--- config.mk ---
export PLATFORM = sky130hd
export DESIGN_NAME = sprite_fetcher
export DESIGN_NICKNAME = d
export VERILOG_FILES = /design/src/rtl/sprite_fetcher.sv
export SDC_FILE = /design/constraint.sdc
export NUM_CORES = 1
export LEC_CHECK = 0
export CAP_MARGIN = 30
export CORE_MARGIN = 2
export CORE_UTILIZATION = 52
export CTS_CLUSTER_DIAMETER = 200
export DETAILED_ROUTE_END_ITERATION = 8
export PLACE_DENSITY = 0.8
export SLEW_MARGIN = 20
export SYNTH_ARGS = -nofsm -noshare
export SYNTH_HDL_FRONTEND = slang
export SYNTH_SLANG_ARGS = --single-unit
--- constraint.sdc ---
create_clock -name Clk -period 5.25 [get_ports Clk]
set_input_delay 1.05 -clock Clk [delete_from_list [all_inputs] [get_ports Clk]]
set_output_delay 1.05 -clock Clk [all_outputs]
set_load 0.01 [all_outputs]
--- src/rtl/sprite_fetcher.sv ---
`default_nettype none
// +--------------------------------------------------------------------------+
// | sprite_fetcher: streams a run of bytes from a 1-cycle registered-read     |
// | memory through a 2-entry FIFO to a valid/ready consumer.                  |
// | Optional: SPRITE_FETCH_KEY_EN adds the pix_key colour-key flag output.    |
// | Revision: 1.0                                                             |
// +--------------------------------------------------------------------------+
module sprite_fetcher #(
  parameter logic [7:0] KEY = 8'h00
) (
  input  logic       Clk,
  input  logic       Reset,
  input  logic       start,
  input  logic [7:0] base,
  input  logic [7:0] len,
  output logic [7:0] mem_addr,
  input  logic [7:0] mem_data,
  output logic [7:0] pix_data,
  output logic       pix_valid,
  input  logic       pix_ready,
  output logic       busy,
  output logic       done
`ifdef SPRITE_FETCH_KEY_EN
  ,
  output logic       pix_key
`endif
);

  localparam logic [1:0] c_S_IDLE  = 2'd0;
  localparam logic [1:0] c_S_FETCH = 2'd1;
  localparam logic [1:0] c_S_DRAIN = 2'd2;
  localparam logic [1:0] c_S_DONE  = 2'd3;

  logic [1:0] r_state;
  logic [1:0] w_next_state;
  logic [7:0] r_addr;
  logic [7:0] r_last_addr;
  logic [7:0] r_remain;
  logic       r_inflight;
  logic [7:0] r_fifo [0:1];
  logic       r_rd_ptr;
  logic       r_wr_ptr;
  logic [1:0] r_count;
  logic       w_pop;
  logic       w_room;
  logic       w_issue;

  assign pix_valid = (r_count != 2'd0);
  assign w_pop     = pix_valid & pix_ready;
  // Occupancy + in-flight - pops this cycle must stay below the FIFO depth.
  assign w_room    = ({1'b0, r_count} + {2'b00, r_inflight}) < (3'd2 + {2'b00, w_pop});
  assign mem_addr  = w_issue ? r_addr : r_last_addr;
  assign pix_data  = pix_valid ? r_fifo[r_rd_ptr] : 8'h00;

  always_ff @(posedge Clk) begin
    if (Reset) begin
      r_state <= c_S_IDLE;
    end else begin
      r_state <= w_next_state;
    end
  end

  always_comb begin
    w_next_state = r_state;
    case (r_state)
      c_S_IDLE:  if (start) w_next_state = (len == 8'd0) ? c_S_DONE : c_S_FETCH;
      c_S_FETCH: if (w_issue && (r_remain == 8'd1)) w_next_state = c_S_DRAIN;
      c_S_DRAIN: if ((r_count == 2'd0) && !r_inflight) w_next_state = c_S_DONE;
      default:   w_next_state = c_S_IDLE;
    endcase
  end

  always_comb begin
    busy    = 1'b0;
    done    = 1'b0;
    w_issue = 1'b0;
    case (r_state)
      c_S_FETCH: begin
        busy    = 1'b1;
        w_issue = w_room;
      end
      c_S_DRAIN: busy = 1'b1;
      c_S_DONE:  done = 1'b1;
      default:   ;
    endcase
  end

  always_ff @(posedge Clk) begin
    if (Reset) begin
      r_addr      <= 8'h00;
      r_last_addr <= 8'h00;
      r_remain    <= 8'h00;
      r_inflight  <= 1'b0;
      r_fifo[0]   <= 8'h00;
      r_fifo[1]   <= 8'h00;
      r_rd_ptr    <= 1'b0;
      r_wr_ptr    <= 1'b0;
      r_count     <= 2'd0;
    end else begin
      if ((r_state == c_S_IDLE) && start) begin
        r_addr   <= base;
        r_remain <= len;
      end
      if (w_issue) begin
        r_addr      <= r_addr + 8'd1;
        r_last_addr <= r_addr;
        r_remain    <= r_remain - 8'd1;
      end
      // Read data returns the cycle after its address is presented.
      r_inflight <= w_issue;
      if (r_inflight) begin
        r_fifo[r_wr_ptr] <= mem_data;
        r_wr_ptr         <= ~r_wr_ptr;
      end
      if (w_pop) begin
        r_rd_ptr <= ~r_rd_ptr;
      end
      r_count <= r_count + {1'b0, r_inflight} - {1'b0, w_pop};
    end
  end

`ifdef SPRITE_FETCH_KEY_EN
  logic r_key [0:1];

  always_ff @(posedge Clk) begin
    if (Reset) begin
      r_key[0] <= 1'b0;
      r_key[1] <= 1'b0;
    end else if (r_inflight) begin
      r_key[r_wr_ptr] <= (mem_data == KEY);
    end
  end

  assign pix_key = pix_valid & r_key[r_rd_ptr];
`endif

endmodule
`default_nettype wire

==> flow_summary.toml, run 1 <==
[outcome]
status = "complete, no violations"

[critical_path]
cp-start-kind = "input port"
rrSetupSlack_ps = 3010
rr_worst_depth = 7
worstPathMaxFanout = 24
worst_ep_arrival_time_ps = 3190
required_ps = 4200
crit_path_end_kind = "output port"
critical_path_class = "input port to output port"

[route]
route.vias.total = 1916
wire_per_inst_um = 14.6
drtPass1Iterations = 4
drtAntennaViolNets = 0
vias_per_cell = 5.65
dr.first_iter.drc_count = 150
routed_wl_um = 4950
drc = 0

[sta]
hold_viol_final = 0
fmax_mhz = 236
layout_setup_ws_ps = 1010
post-route-period-util_pct = 80.8
worst_pin_slew_ps = 868
rsz0062_at_grt = "false"
fin_setup_tns_ps = 0
drv_slew = 0
maxSlewHeadroom_pct = 42.0
min_period_ps = 4240
fin_hold_ws_ps = 488
setup_viol = 0
finClkSkew_ps = 8.69

[floorplanning]
fp.dieW_um = 72.3
floorplan.die_area_mm2 = 0.00522
initial_core_util_pct = 54.9
ioPinCount = 47
die_y_um = 72.3
rows = 24
core-area_mm2 = 0.00441

[grt]
grt_usage_pct = 20.6
grt_pass1_wl_um = 8510
grt_pass1_vias = 1815
grt_overflow = 0
grt_max_degree = 38
antenna_found_initial = 0

[cells_and_area]
area_growth_pct = 25.9
antennaDiodeCount = 0
drive_gt1_share_pct = 10.5
layout.area.seq_mm2 = 0.00112
layout.nets = 326
finalNonFillerCells = 339
num-fill-cells = 338
multi_input_area_mm2 = 0.00120

[clock_network]
clk_path_buf_depth = 2
ctsHoldBuffers = 0
path_clk_slew_ps = 80
clkLatencyLatePin_ps = 300
cts_resized = 0
post_cts_buffers = 0
cts_buffers = 5
cts_sinks = 48
cts_tree = "done"
ctsRootBufferMaster = "clkbuf_8"
htree_levels = 2

[synthesis]
syn-num-nets = 280
post-synth-top-count-cell = "dfxtp_1"
syn-cell-area_mm2 = 0.00242
synthTopCellsByCount = "32 x dfxtp_1, 18 x and2_1, 17 x nor2_1"
yosysTopAreaCell = "dfxtp_1"
synthCells = 240
synth-seq-cells = 48
synth-main-ff-cell = "dfxtp_1"
yosys-top-cells-area = "dfxtp_1 26%, edfxtp_1 20%, ha_1 6.2%, and2_1 4.6%, mux2_2 3.7%"
async_flop_share_pct = 0
postSynthAreaPerCell_um2 = 10.1
synth_edf_count = 16
yosysSeqAreaShare_pct = 46.3
yosysWarningCount = 0
ys_types = 45
synth_top_area_share_pct = 26.4

[power_and_ir_drop]
finalPower_mw = 1.57
p_sw_share_pct = 36.6
seqPwrFrac_pct = 36.5
p_int_uw = 996
vdd_drop_max_mv = 0.241
p_switching_uw = 575
combPwrFrac_pct = 43.2
cellPowerDensity_mw_per_mm2 = 515
leakage_nw = 1.17
pwr-share-clk_pct = 20.3

[placement]
place_hpwl_um = 3430
gp_congestion = 0.850
dp_cells = 331
port-buffer-count = 46
post-place-ws_ps = 1030

[hold_path]
holdPathStages = 2
hp-class = "flop to flop"

[run]
drv_cap = 0
## flip-flops by register name, indices dropped and copies added (netlist names), named ones only
| signal | cells |
|---|---|
| r_last_addr | 8 |
| r_fifo | 16 |
| r_inflight | 1 |
| r_state | 2 |
| r_addr | 8 |
| r_count | 2 |
| r_rd_ptr | 1 |
| r_remain | 8 |
| r_wr_ptr | 1 |
## power by group through the flow
| stage | combinational, mW | sequential [mW] | clock, mW |
|---|---|---|---|
| floorplan | 0.499 | 0.546 | 0 |
| global placement | 0.663 | 0.576 | 0 |
| detailed placement | 0.672 | 0.580 | 0 |
| CTS | 0.679 | 0.572 | 0.324 |
| global route | 0.754 | 0.586 | 0.343 |
| finish | 0.678 | 0.573 | 0.319 |
## final timing paths
check / to / from
setup / recovery: mem_addr[1] / pix_ready
hold / removal: r_addr[7]$_SDFFE_PP0P_ / r_addr[7]$_SDFFE_PP0P_
setup reg to reg: r_remain[6]$_SDFFE_PP0P_ / r_inflight$_SDFF_PP0_
hold reg to reg: r_addr[7]$_SDFFE_PP0P_ / r_addr[7]$_SDFFE_PP0P_
## metal layers
| layer | share of wire [%] | global-route usage (%) | routed length [µm] |
|---|---|---|---|
| met2 | 47 | 31.7 | 2320 |
| met3 | 5.2 | 5.14 | 256 |
| met1 | 47 | 29.0 | 2320 |
| met4 | 0.97 | 5.66 | 48 |
| met5 | 0 | 0 | 0 |
## through the flow
stage | area (µm²) | util, %
finish | 3050 | 69.1
detailed placement | 2910 | 66.0
floorplan | 2420 | -
CTS | 3050 | 69.1
global placement | 2910 | 66.0
global route | 3050 | 69.1
## cells in the final DEF, fill, tap and decap left out, types with 9 or more instances in the layout
cell type        instances
nand3_1                 11
nand2_1                  9
edfxtp_1                16
dfxtp_1                 32
and2_1                  18
clkdlybuf4s50_1         46
inv_1                   12
ha_1                    12
nor2_1                  17
nor2b_1                 10
## logic make-up after synthesis
kind of cell | after synthesis | share of synthesized area, %
and+or+nand+nor | 91 | 20.7
DFF | 48 | 46.3
AOI/OAI and AO/OA | 47 | 14.1
buffers and inverters | 22 | 4.23
muxes | 16 | 7.02
adders and majority gates | 12 | 6.19
xor gates and xnor gates | 4 | 1.45
## cell type report
class / instances / share of cell area (%)
clock buffer: 5 / 2.26
sequential: 48 / 36.7
clock inverter: 3 / 2.26
timing repair buffer: 49 / 15.8
inverter: 12 / 1.48
multi-input combinational: 170 / 39.3
tap: 52 / 2.13
## worst max-delay path: stages
cell             delay (ps)
clkdlybuf4s50_1         440
o21ai_2                 110
o21ai_2                  60
buf_4                   160
nand2_1                 200
buf_4                   300
mux2_2                  380
clkdlybuf4s50_1         480
Power figures use the tool's default switching activity.
==> run 2, diff against run 1 <==
--- a/config.mk
+++ b/config.mk
@@ -7,10 +7,10 @@
 export LEC_CHECK = 0
 export CAP_MARGIN = 30
 export CORE_MARGIN = 2
-export CORE_UTILIZATION = 52
+export CORE_UTILIZATION = 46
 export CTS_CLUSTER_DIAMETER = 200
 export DETAILED_ROUTE_END_ITERATION = 8
-export PLACE_DENSITY = 0.8
+export PLACE_DENSITY = 0.75
 export SLEW_MARGIN = 20
 export SYNTH_ARGS = -nofsm -noshare
 export SYNTH_HDL_FRONTEND = slang
==> constraint.sdc (replaced) <==
create_clock -name Clk -period 3.57 [get_ports Clk]
set_input_delay 0.714 -clock Clk [delete_from_list [all_inputs] [get_ports Clk]]
set_output_delay 0.714 -clock Clk [all_outputs]
set_load 0.01 [all_outputs]
==> run 2 against run 1 <==
  * Sequential share of layout area is 0.21 points higher
  * Via count decreased by 0.73%
  * Combinational power is 50% higher
  * Design area fell by 0.57%
==> flow_summary.toml, run 2 (synthesis results as in run 1) <==
[outcome]
status = "complete, no violations"

[placement]
gp_congestion = 0.810
port-buffer-count = 46
dp_cells = 351
place_hpwl_um = 3610

[power_and_ir_drop]
pwr-share-clk_pct = 14.1
p_sw_share_pct = 38.3
finalPower_mw = 2.16
combPwrFrac_pct = 47.0
leakage_nw = 1.15
p_switching_uw = 828
p_int_mw = 1.33
seqPwrFrac_pct = 38.9
vdd_drop_max_mv = 0.338
cellPowerDensity_mw_per_mm2 = 713

[grt]
grt_overflow = 0
grt_max_degree = 37
met1_usage_pct = 25.5
grt_usage_pct = 18.4
busiest_layer = "met2"
use_met2_pct = 30.4
grt_pass1_wl_um = 8780
grt_pass1_vias = 1865
antenna_found_initial = 0
use_met3_pct = 3.79

[sta]
setup_viol = 0
post-route-period-util_pct = 90.8
worst_pin_slew_ps = 831
hold_viol_final = 0
min_period_ps = 3240
fmax_mhz = 308
fin_setup_tns_ps = 0
finClkSkew_ps = 7.28
rsz0062_at_grt = "false"
drv_slew = 0
maxSlewHeadroom_pct = 44.5

[critical_path]
r2r_start = "r_inflight$_SDFF_PP0_"
max_stage_delay_ps = 540
worst_ep_arrival_time_ps = 2530
worstPathMaxFanout = 11
crit_chain = "ha_1 > ha_1 > nor2_2 > nand2_2 > mux2_2 > clkdlybuf4s50_1"
critical_path_class = "flop to output port"
rrSetupSlack_ps = 1320
worstReg2RegEnd = "r_remain[6]$_SDFFE_PP0P_"
crit_path_end_kind = "output port"
cp-start-kind = "flop"
critPathMostFrequentCell = "ha_1"
rr_worst_depth = 7
cpMaxStageDelayCell = "clkdlybuf4s50_1"
critPathTopFamily = "simple AND/OR/NAND/NOR gates"
required_ps = 2860
cp_num_buf_inv = 1

[cells_and_area]
layout.nets = 328
finalNonFillerCells = 359
antennaDiodeCount = 0
num-fill-cells = 474
final_cell_mix = "46 x clkdlybuf4s50_1, 32 x dfxtp_1, 18 x and2_1, 17 x nor2_1, 16 x edfxtp_1"
largest_reg_flops = 16
largest_register = "r_fifo"
area_growth_pct = 25.2
drive_gt1_share_pct = 10.4
final_common_cell = "clkdlybuf4s50_1"

[hold_path]
hp-class = "flop to flop"
holdPathStages = 2
min_from = "r_addr[7]$_SDFFE_PP0P_"
whs_endpoint = "r_addr[7]$_SDFFE_PP0P_"

[floorplanning]
floorplan.die_area_mm2 = 0.00587
rows = 26
initial_core_util_pct = 47.5
fp.dieW_um = 76.6
die_y_um = 76.6
core-area_mm2 = 0.00511
ioPinCount = 47

[clock_network]
ctsRootBufferMaster = "clkbuf_8"
cts_sinks = 48
cts_tree = "done"
htree_levels = 2
ctsHoldBuffers = 0
clkLatencyLatePin_ps = 290
clk_path_buf_depth = 2
cts_buffers = 5
post_cts_buffers = 0
path_clk_slew_ps = 80

[route]
vias_per_cell = 5.30
wire_per_inst_um = 14.0
routed_wl_um = 5030
drtAntennaViolNets = 0
drc = 0
route.vias.total = 1902
drtPass1Iterations = 4
dr.first_iter.drc_count = 120

[run]
drv_cap = 0
run 2: cell type report:
class,instances,area (µm²),share of cell area (%)
Sequential cell,48,1120,36.9
Multi-Input combinational cell,170,1200,39.6
Clock buffer,7,76.3,2.52
Clock inverter,1,3.75,0.124
Timing Repair Buffer,51,498,16.4
Tap cell,70,87.6,2.89
Inverter,12,45.0,1.48
run 2: per-stage QoR:
stage	hold WS, ps	utilization [%]	area [µm²]	worst slack [ps]
global route	533	59.4	3030	141
CTS	499	59.4	3030	168
detailed placement	487	57.8	2950	222
finish	493	59.4	3030	327
floorplan	455	-	2420	1310
global placement	478	57.8	2950	258
run 2: repair_timing:
item,4_1_cts,5_1_grt
endpoints found under the setup margin,0,8
resized for setup,0,1
endpoints found under the hold margin,0,0
run 2: worst register-to-register path, stage by stage, from the launching register on:
cell	delay, ps
dfxtp_1	390
ha_1	230
ha_1	220
nor2_2	310
nand2_2	250
buf_4	250
o311ai_0	350
a31oi_1	130
run 2: routing by layer:
metal	share of wire (%)	wire length, µm
met1	48	2430
met2	47	2380
met3	3.7	188
met4	0.54	27
met5	0	0
run 2: worst max-delay path by stage:
| stage | slack (ps) | startpoint | cells after the start | endpoint |
|---|---|---|---|---|
| floorplan | 1310 | r_inflight$_SDFF_PP0_ | 6 | mem_addr[0] |
| detailed placement | 220 | pix_ready | 6 | mem_addr[2] |
| global route | 140 | r_inflight$_SDFF_PP0_ | 6 | mem_addr[2] |
| global placement | 260 | pix_ready | 6 | mem_addr[7] |
| finish | 330 | r_inflight$_SDFF_PP0_ | 6 | mem_addr[2] |
| CTS | 170 | r_inflight$_SDFF_PP0_ | 6 | mem_addr[2] |
run 2: power groups by stage:
stage	combinational [mW]	clock [mW]	sequential (mW)
2_1_floorplan	0.734	0	0.803
3_3_place_gp	0.998	0	0.847
3_5_place_dp	1.01	0	0.852
4_1_cts	1.02	0.315	0.839
5_1_grt	1.14	0.341	0.867
6_report	1.02	0.306	0.841
==> run 3, diff against run 2 <==
--- a/config.mk
+++ b/config.mk
@@ -11,6 +11,7 @@
 export CTS_CLUSTER_DIAMETER = 200
 export DETAILED_ROUTE_END_ITERATION = 8
 export PLACE_DENSITY = 0.75
+export SKIP_LAST_GASP = 1
 export SLEW_MARGIN = 20
 export SYNTH_ARGS = -nofsm -noshare
 export SYNTH_HDL_FRONTEND = slang
==> results of run 3 <==
No change in the layout: final DEF, timing and power equal those of run 2.
